`config.mk`:
```
export PLATFORM = sky130hd
export DESIGN_NAME = ex_mem_stage_reg
export DESIGN_NICKNAME = d
export VERILOG_FILES = /design/src/rtl/ex_mem_stage_reg_pkg.sv /design/src/rtl/ex_mem_stage_reg_entry.sv /design/src/rtl/ex_mem_stage_reg.sv
export SDC_FILE = /design/constraint.sdc
export NUM_CORES = 1
export LEC_CHECK = 0
export ABC_AREA = 1
export BUFFER_PORTS_ARGS = -buffer_cell sky130_fd_sc_hd__buf_2
export CAP_MARGIN = 25
export CORE_ASPECT_RATIO = 0.9
export CORE_MARGIN = 3
export CORE_UTILIZATION = 46
export DETAILED_ROUTE_END_ITERATION = 10
export PLACE_DENSITY = 0.8
export REMOVE_ABC_BUFFERS = 1
export SKIP_CTS_REPAIR_TIMING = 1
export SYNTH_ARGS = -nofsm -noshare
export SYNTH_HDL_FRONTEND = slang
export SYNTH_SLANG_ARGS = --single-unit
```
`constraint.sdc`:
```
create_clock -name i_clock -period 2 [get_ports i_clock]
set_clock_uncertainty 0.1 [all_clocks]
set_input_delay 0.1 -clock i_clock [delete_from_list [all_inputs] [get_ports i_clock]]
set_output_delay 0.1 -clock i_clock [all_outputs]
set_load 0.02 [all_outputs]
```
`src/rtl/ex_mem_stage_reg_pkg.sv`:
```
// Shared definitions for the EX/MEM stage register: FSM state encoding,
// default field widths and payload layout helpers.
package ex_mem_stage_reg_pkg;

    typedef enum logic [1:0] {
        ST_EMPTY = 2'd0,
        ST_FULL  = 2'd1,
        ST_SKID  = 2'd2
    } state_t;

    localparam int unsigned DEF_NB_PC   = 32;
    localparam int unsigned DEF_NB_DATA = 32;
    localparam int unsigned DEF_NB_REG  = 5;
    localparam int unsigned DEF_NB_CNT  = 16;

    // Control bits occupy the top of the payload, MSB first:
    // reg_write, mem_to_reg, mem_read, mem_write, branch, zero.
    localparam int unsigned CTRL_W = 6;

    // Bits that cause architectural side effects downstream; cleared on squash.
    localparam logic [CTRL_W-1:0] SIDE_EFFECT_MASK = 6'b10_1110;

    function automatic int unsigned payload_width(input int unsigned nb_pc,
                                                  input int unsigned nb_data,
                                                  input int unsigned nb_reg);
        return CTRL_W + nb_pc + 2 * nb_data + nb_reg;
    endfunction

    localparam int unsigned DEF_PAYLOAD_W = payload_width(DEF_NB_PC, DEF_NB_DATA, DEF_NB_REG);

endpackage

```
`src/rtl/ex_mem_stage_reg_entry.sv`:
```
// One EX/MEM payload register with load enable and side-effect clear.
module ex_mem_entry
    import ex_mem_stage_reg_pkg::*;
#(
    parameter int unsigned W = DEF_PAYLOAD_W
) (
    input  logic         clock,
    input  logic         reset,
    input  logic         load,
    input  logic         clear_ctrl,
    input  logic [W-1:0] d,
    output logic [W-1:0] q
);

    logic [W-1:0] data_r;

    // Payload storage; load wins over clear so a refill is never squashed.
    always_ff @(posedge clock) begin
        if (reset) begin
            data_r <= '0;
        end else if (load) begin
            data_r <= d;
        end else if (clear_ctrl) begin
            data_r[W-1 -: CTRL_W] <= data_r[W-1 -: CTRL_W] & ~SIDE_EFFECT_MASK;
        end else begin
            data_r <= data_r;
        end
    end

    assign q = data_r;

endmodule

```
`src/rtl/ex_mem_stage_reg.sv`:
```
// EX/MEM pipeline stage register with valid/ready flow control, flush and
// a saturating bubble counter. Define EX_MEM_SKID_EN for a registered-ready skid entry.
module ex_mem_stage_reg
    import ex_mem_stage_reg_pkg::*;
#(
    parameter int unsigned NB_PC   = DEF_NB_PC,
    parameter int unsigned NB_DATA = DEF_NB_DATA,
    parameter int unsigned NB_REG  = DEF_NB_REG,
    parameter int unsigned NB_CNT  = DEF_NB_CNT
) (
    input  logic               i_clock,
    input  logic               i_reset,
    input  logic               i_flush,
    input  logic               i_ex_valid,
    output logic               o_ex_ready,
    input  logic               i_ex_reg_write,
    input  logic               i_ex_mem_to_reg,
    input  logic               i_ex_mem_read,
    input  logic               i_ex_mem_write,
    input  logic               i_ex_branch,
    input  logic               i_ex_zero,
    input  logic [NB_PC-1:0]   i_ex_branch_address,
    input  logic [NB_DATA-1:0] i_ex_alu_result,
    input  logic [NB_DATA-1:0] i_ex_store_data,
    input  logic [NB_REG-1:0]  i_ex_selected_reg,
    output logic               o_mem_valid,
    input  logic               i_mem_ready,
    output logic               o_mem_reg_write,
    output logic               o_mem_mem_to_reg,
    output logic               o_mem_mem_read,
    output logic               o_mem_mem_write,
    output logic               o_mem_branch,
    output logic               o_mem_zero,
    output logic [NB_PC-1:0]   o_mem_branch_address,
    output logic [NB_DATA-1:0] o_mem_alu_result,
    output logic [NB_DATA-1:0] o_mem_store_data,
    output logic [NB_REG-1:0]  o_mem_selected_reg,
    output logic [NB_CNT-1:0]  o_bubble_count
);

    localparam int unsigned        PW      = payload_width(NB_PC, NB_DATA, NB_REG);
    localparam logic [NB_CNT-1:0] CNT_MAX = {NB_CNT{1'b1}};
    localparam logic [NB_CNT-1:0] CNT_ONE = {{(NB_CNT-1){1'b0}}, 1'b1};

    state_t            state_r;
    logic              mem_valid_r;
    logic [NB_CNT-1:0] bubble_r;

    logic          take_in_s;
    logic          take_out_s;
    logic          next_valid_s;
    logic          load_main_s;
    logic          clear_main_s;
    logic [PW-1:0] ex_payload_s;
    logic [PW-1:0] main_d_s;
    logic [PW-1:0] main_q_s;

`ifdef EX_MEM_SKID_EN
    logic          ex_ready_r;
    logic          load_skid_s;
    logic          clear_skid_s;
    logic [PW-1:0] skid_q_s;

    assign o_ex_ready = ex_ready_r;
`else
    assign o_ex_ready = !mem_valid_r || i_mem_ready;
`endif

    assign ex_payload_s = {i_ex_reg_write, i_ex_mem_to_reg, i_ex_mem_read, i_ex_mem_write,
                           i_ex_branch, i_ex_zero, i_ex_branch_address, i_ex_alu_result,
                           i_ex_store_data, i_ex_selected_reg};

    // Handshake decode into entry load/clear strobes and next occupancy.
    always_comb begin
        take_in_s    = i_ex_valid && o_ex_ready && !i_flush;
        take_out_s   = mem_valid_r && i_mem_ready;
        load_main_s  = 1'b0;
        clear_main_s = 1'b0;
        main_d_s     = ex_payload_s;
        next_valid_s = 1'b0;
`ifdef EX_MEM_SKID_EN
        load_skid_s  = 1'b0;
        clear_skid_s = 1'b0;
`endif
        if (i_flush) begin
            clear_main_s = 1'b1;
`ifdef EX_MEM_SKID_EN
            clear_skid_s = 1'b1;
`endif
        end else begin
            case (state_r)
                ST_EMPTY: begin
                    load_main_s  = take_in_s;
                    next_valid_s = take_in_s;
                end
                ST_FULL: begin
                    next_valid_s = take_in_s || !take_out_s;
                    if (take_out_s) begin
                        load_main_s  = take_in_s;
                        // Draining to empty: drop side effects so outputs read as a bubble.
                        clear_main_s = !take_in_s;
                    end else begin
`ifdef EX_MEM_SKID_EN
                        load_skid_s  = take_in_s;
`else
                        load_main_s  = 1'b0;
`endif
                    end
                end
`ifdef EX_MEM_SKID_EN
                ST_SKID: begin
                    next_valid_s = 1'b1;
                    if (take_out_s) begin
                        load_main_s  = 1'b1;
                        main_d_s     = skid_q_s;
                        clear_skid_s = 1'b1;
                    end else begin
                        load_main_s  = 1'b0;
                    end
                end
`endif
                default: begin
                    next_valid_s = 1'b0;
                    clear_main_s = 1'b1;
                end
            endcase
        end
    end

    // Occupancy FSM, registered valid/ready and saturating bubble counter.
    always_ff @(posedge i_clock) begin
        if (i_reset) begin
            state_r     <= ST_EMPTY;
            mem_valid_r <= 1'b0;
            bubble_r    <= '0;
`ifdef EX_MEM_SKID_EN
            ex_ready_r  <= 1'b1;
`endif
        end else begin
            mem_valid_r <= next_valid_s;
            if (!next_valid_s && (bubble_r != CNT_MAX)) begin
                bubble_r <= bubble_r + CNT_ONE;
            end else begin
                bubble_r <= bubble_r;
            end
            if (i_flush) begin
                state_r <= ST_EMPTY;
`ifdef EX_MEM_SKID_EN
                ex_ready_r <= 1'b1;
`endif
            end else begin
                case (state_r)
                    ST_EMPTY: begin
                        state_r <= take_in_s ? ST_FULL : ST_EMPTY;
                    end
                    ST_FULL: begin
                        if (take_out_s && !take_in_s) begin
                            state_r <= ST_EMPTY;
`ifdef EX_MEM_SKID_EN
                        end else if (!take_out_s && take_in_s) begin
                            state_r    <= ST_SKID;
                            ex_ready_r <= 1'b0;
`endif
                        end else begin
                            state_r <= ST_FULL;
                        end
                    end
`ifdef EX_MEM_SKID_EN
                    ST_SKID: begin
                        if (take_out_s) begin
                            state_r    <= ST_FULL;
                            ex_ready_r <= 1'b1;
                        end else begin
                            state_r <= ST_SKID;
                        end
                    end
`endif
                    default: begin
                        state_r <= ST_EMPTY;
                    end
                endcase
            end
        end
    end

    ex_mem_entry #(.W(PW)) u_main (
        .clock      (i_clock),
        .reset      (i_reset),
        .load       (load_main_s),
        .clear_ctrl (clear_main_s),
        .d          (main_d_s),
        .q          (main_q_s)
    );

`ifdef EX_MEM_SKID_EN
    ex_mem_entry #(.W(PW)) u_skid (
        .clock      (i_clock),
        .reset      (i_reset),
        .load       (load_skid_s),
        .clear_ctrl (clear_skid_s),
        .d          (ex_payload_s),
        .q          (skid_q_s)
    );
`endif

    assign {o_mem_reg_write, o_mem_mem_to_reg, o_mem_mem_read, o_mem_mem_write,
            o_mem_branch, o_mem_zero, o_mem_branch_address, o_mem_alu_result,
            o_mem_store_data, o_mem_selected_reg} = main_q_s;

    assign o_mem_valid    = mem_valid_r;
    assign o_bubble_count = bubble_r;

endmodule

```
==> results.toml <==
[clock_network]
clk_pin_slew_ps = 60
cts_tree = "yes"
clock_latency_ps = 400
h-tree-depth = 4
cts_made_buffers = 17
cts_buffer_depth = 2
cts_sinks = 125
cts-root-buf = "clkbuf_16"

[critical_path]
reg2reg_from = "o_mem_valid$_SDFF_PP0_"
crit_type = "register to register"
crit_fanout = 15
cp.arrival_ps = 2220
r2r_setup_slack_ps = 9
cp-start-kind = "register"
cp-end-kind = "register"
r2r_cells = 7
reg2reg_to = "u_main.q[27]$_SDFFE_PP0P_"
required_ps = 2230

[routing]
viasPerCell = 5.272
post_drt_wl_per_cell_um = 17.09
ant_nets = 0
drc = 0
vias = 5857
drtIter0Drc = 537
wirelength_um = 18990
first_pass_iters = 7

[run_status]
outcome = "completed"

[synth]
syn_avg_cell_area_sq_um = 7.565
ys_seq_area_share_pct = 52.51
ys_ff_latch = 125
yosys.area.top_type_share_pct = 52.51
yosysUniqueCellTypes = 23
netlist_top_cells_area = "dfxtp_1 53%, nand2_1 21%, a21oi_1 12%"
ys_warn_count = 0
synth_area_sq_um = 4766
synth_cells = 630
yosysTopAreaCell = "dfxtp_1"

[grt]
grt_use_total_pct = 22.56
grt_max_degree = 83
antenna_found_initial = 0
grt_pass1_vias = 4364
grt_pass1_wl_um = 21000
overflow = 0

[power_and_ir_drop]
vdd_ir_drop_max_v = 0.0007108
p_seq_share_pct = 38.8
p_clk_share_pct = 47.9
p_leak_nw = 3.577
p_sw_w = 0.001725
combPwrFrac_pct = 13.3
internal_power_w = 0.005157
swShare_pct = 25.07
power_w = 0.006882
powerDensity_nw_per_um2 = 881.9

[run]
max-cap-violations = 0

[layout]
n_antenna_cell = 0
drive_gt1_share_pct = 31.17
final_cell_mix = "266 x nand2_1, 235 x buf_2, 125 x dfxtp_1"
num-fill-cells = 604
design_area_sq_um = 7804
areaGrowthSynthToFinish_pct = 63.74
final_common_cell = "nand2_1"
fin_util_pct = 79.07
finalNetCount = 1085

[floorplan]
start_util_pct = 48.29
die_y_um = 102.6
num_io_pins = 237
core_area_sq_um = 9869
die_area_sq_um = 11620
die_w_um = 113.3
placement_rows = 34

[timing]
hold_viol = 0
max_slew.worst_pin.slew_ps = 469.9
setup_viol = 0
fin_crit_ps = 1991
finalCritPeriodShare_pct = 99.54
maxSlewViolCount = 0
fmax_mhz = 502.3
max_slew_margin_pct = 68.68

[placed_design]
globalplace.congestion = 0.8507
dp_hpwl_um = 9614
portBuffers = 236
placed_area_sq_um = 6066

[worst_hold_path]
whs_path_depth = 6
min_from = "i_flush"
holdPathEnd = "u_main.q[103]$_SDFFE_PP0P_"
hold_class = "primary input to register"
==> flip-flops by register name, summed over array words and instances, names as in the netlist <==
| register | flops |
|---|---|
| u_main.q | 107 |
| o_bubble_count | 16 |
| o_mem_valid | 1 |
| state_r | 1 |
==> area by class of cell <==
class	instances	area, sq um	share of cell area [%]
clock buffer	19	452.9	5.804
clock inverter	13	188.9	2.421
inverter	19	72.57	0.9299
multi-input combinational	449	2004	25.69
sequential	125	2502	32.07
tap	126	157.7	2.020
timing repair buffer	360	2425	31.07
==> stage by stage <==
stage | hold WS (ps) | TNS (ps) | std cells | setup WS [ps]
finish | 72.28 | 0 | 1111 | 9.138
global route | 90.64 | -91.80 | 1111 | -91.80
CTS | -170.8 | 0 | 1002 | 127.8
detailed placement | 254.4 | 0 | 970 | 139.3
global placement | 249.8 | 0 | 970 | 195.6
floorplan | 62.44 | -158370 | 593 | -1494
==> worst max-delay path by stage <==
stage | from | end | slack (ps) | depth (start not counted)
final | o_mem_valid$_SDFF_PP0_ | u_main.q[27]$_SDFFE_PP0P_ | 9 | 7
after global routing | o_mem_valid$_SDFF_PP0_ | u_main.q[27]$_SDFFE_PP0P_ | -90 | 7
after CTS | o_bubble_count[1]$_SDFFE_PP0P_ | o_bubble_count[12]$_SDFFE_PP0P_ | 130 | 9
after detailed placement | o_bubble_count[1]$_SDFFE_PP0P_ | o_bubble_count[12]$_SDFFE_PP0P_ | 140 | 9
after global placement | o_bubble_count[1]$_SDFFE_PP0P_ | o_bubble_count[13]$_SDFFE_PP0P_ | 200 | 9
after floorplan | o_mem_valid$_SDFF_PP0_ | u_main.q[102]$_SDFFE_PP0P_ | -1490 | 5
==> critical path: stages, from the launching register on <==
cell and delay [ps]:
dfxtp_1 360, nand2_1 80, nand2_1 100, nand3_4 200, clkinv_2 240, nand2_1 70
a21oi_1 180, dlygate4sd3_1 600
==> power by group through the flow <==
stage	clock network [W]	logic, W	registers (W)
after global routing	0.00344	0.000974	0.00268
final	0.00329	0.000918	0.00267
after detailed placement	0	0.000693	0.00271
after CTS	0.00331	0.000698	0.00266
after global placement	0	0.000689	0.00271
after floorplan	0	0.000209	0.00285
==> metal layers <==
| metal | vias up | GRT usage, % | share of wire (%) | wire length (um) |
|---|---|---|---|---|
| li1 | 2695 | - | - | - |
| met1 | 2687 | 27.79 | 36 | 6838 |
| met2 | 377 | 37.89 | 50 | 9433 |
| met3 | 98 | 6.631 | 8.8 | 1680 |
| met4 | 0 | 8.410 | 5.4 | 1034 |
| met5 | - | 0 | 0 | 0 |
==> cells by family (layout without fill, tap and decap cells) <==
group,count (synthesis),in the layout,synth area share (%)
AND/OR/NAND/NOR,320,320,26.75
flip-flops,125,125,52.51
AO/OA/AOI/OAI,122,122,13.68
buffers and inverters,56,411,5.697
XOR/XNOR,6,6,1.103
adder cells (fa/ha/maj),1,1,0.2625
==> cells in the mapped netlist (all sizes together) <==
library cell	number
nand3	15
xnor2	2
nand4	6
nor2	27
o21ai	2
nand2	272
ha	1
xor2	4
dfxtp	125
inv	19
buf	23
a21oi	120
clkbuf	14
(Power assumes the default switching activity.)
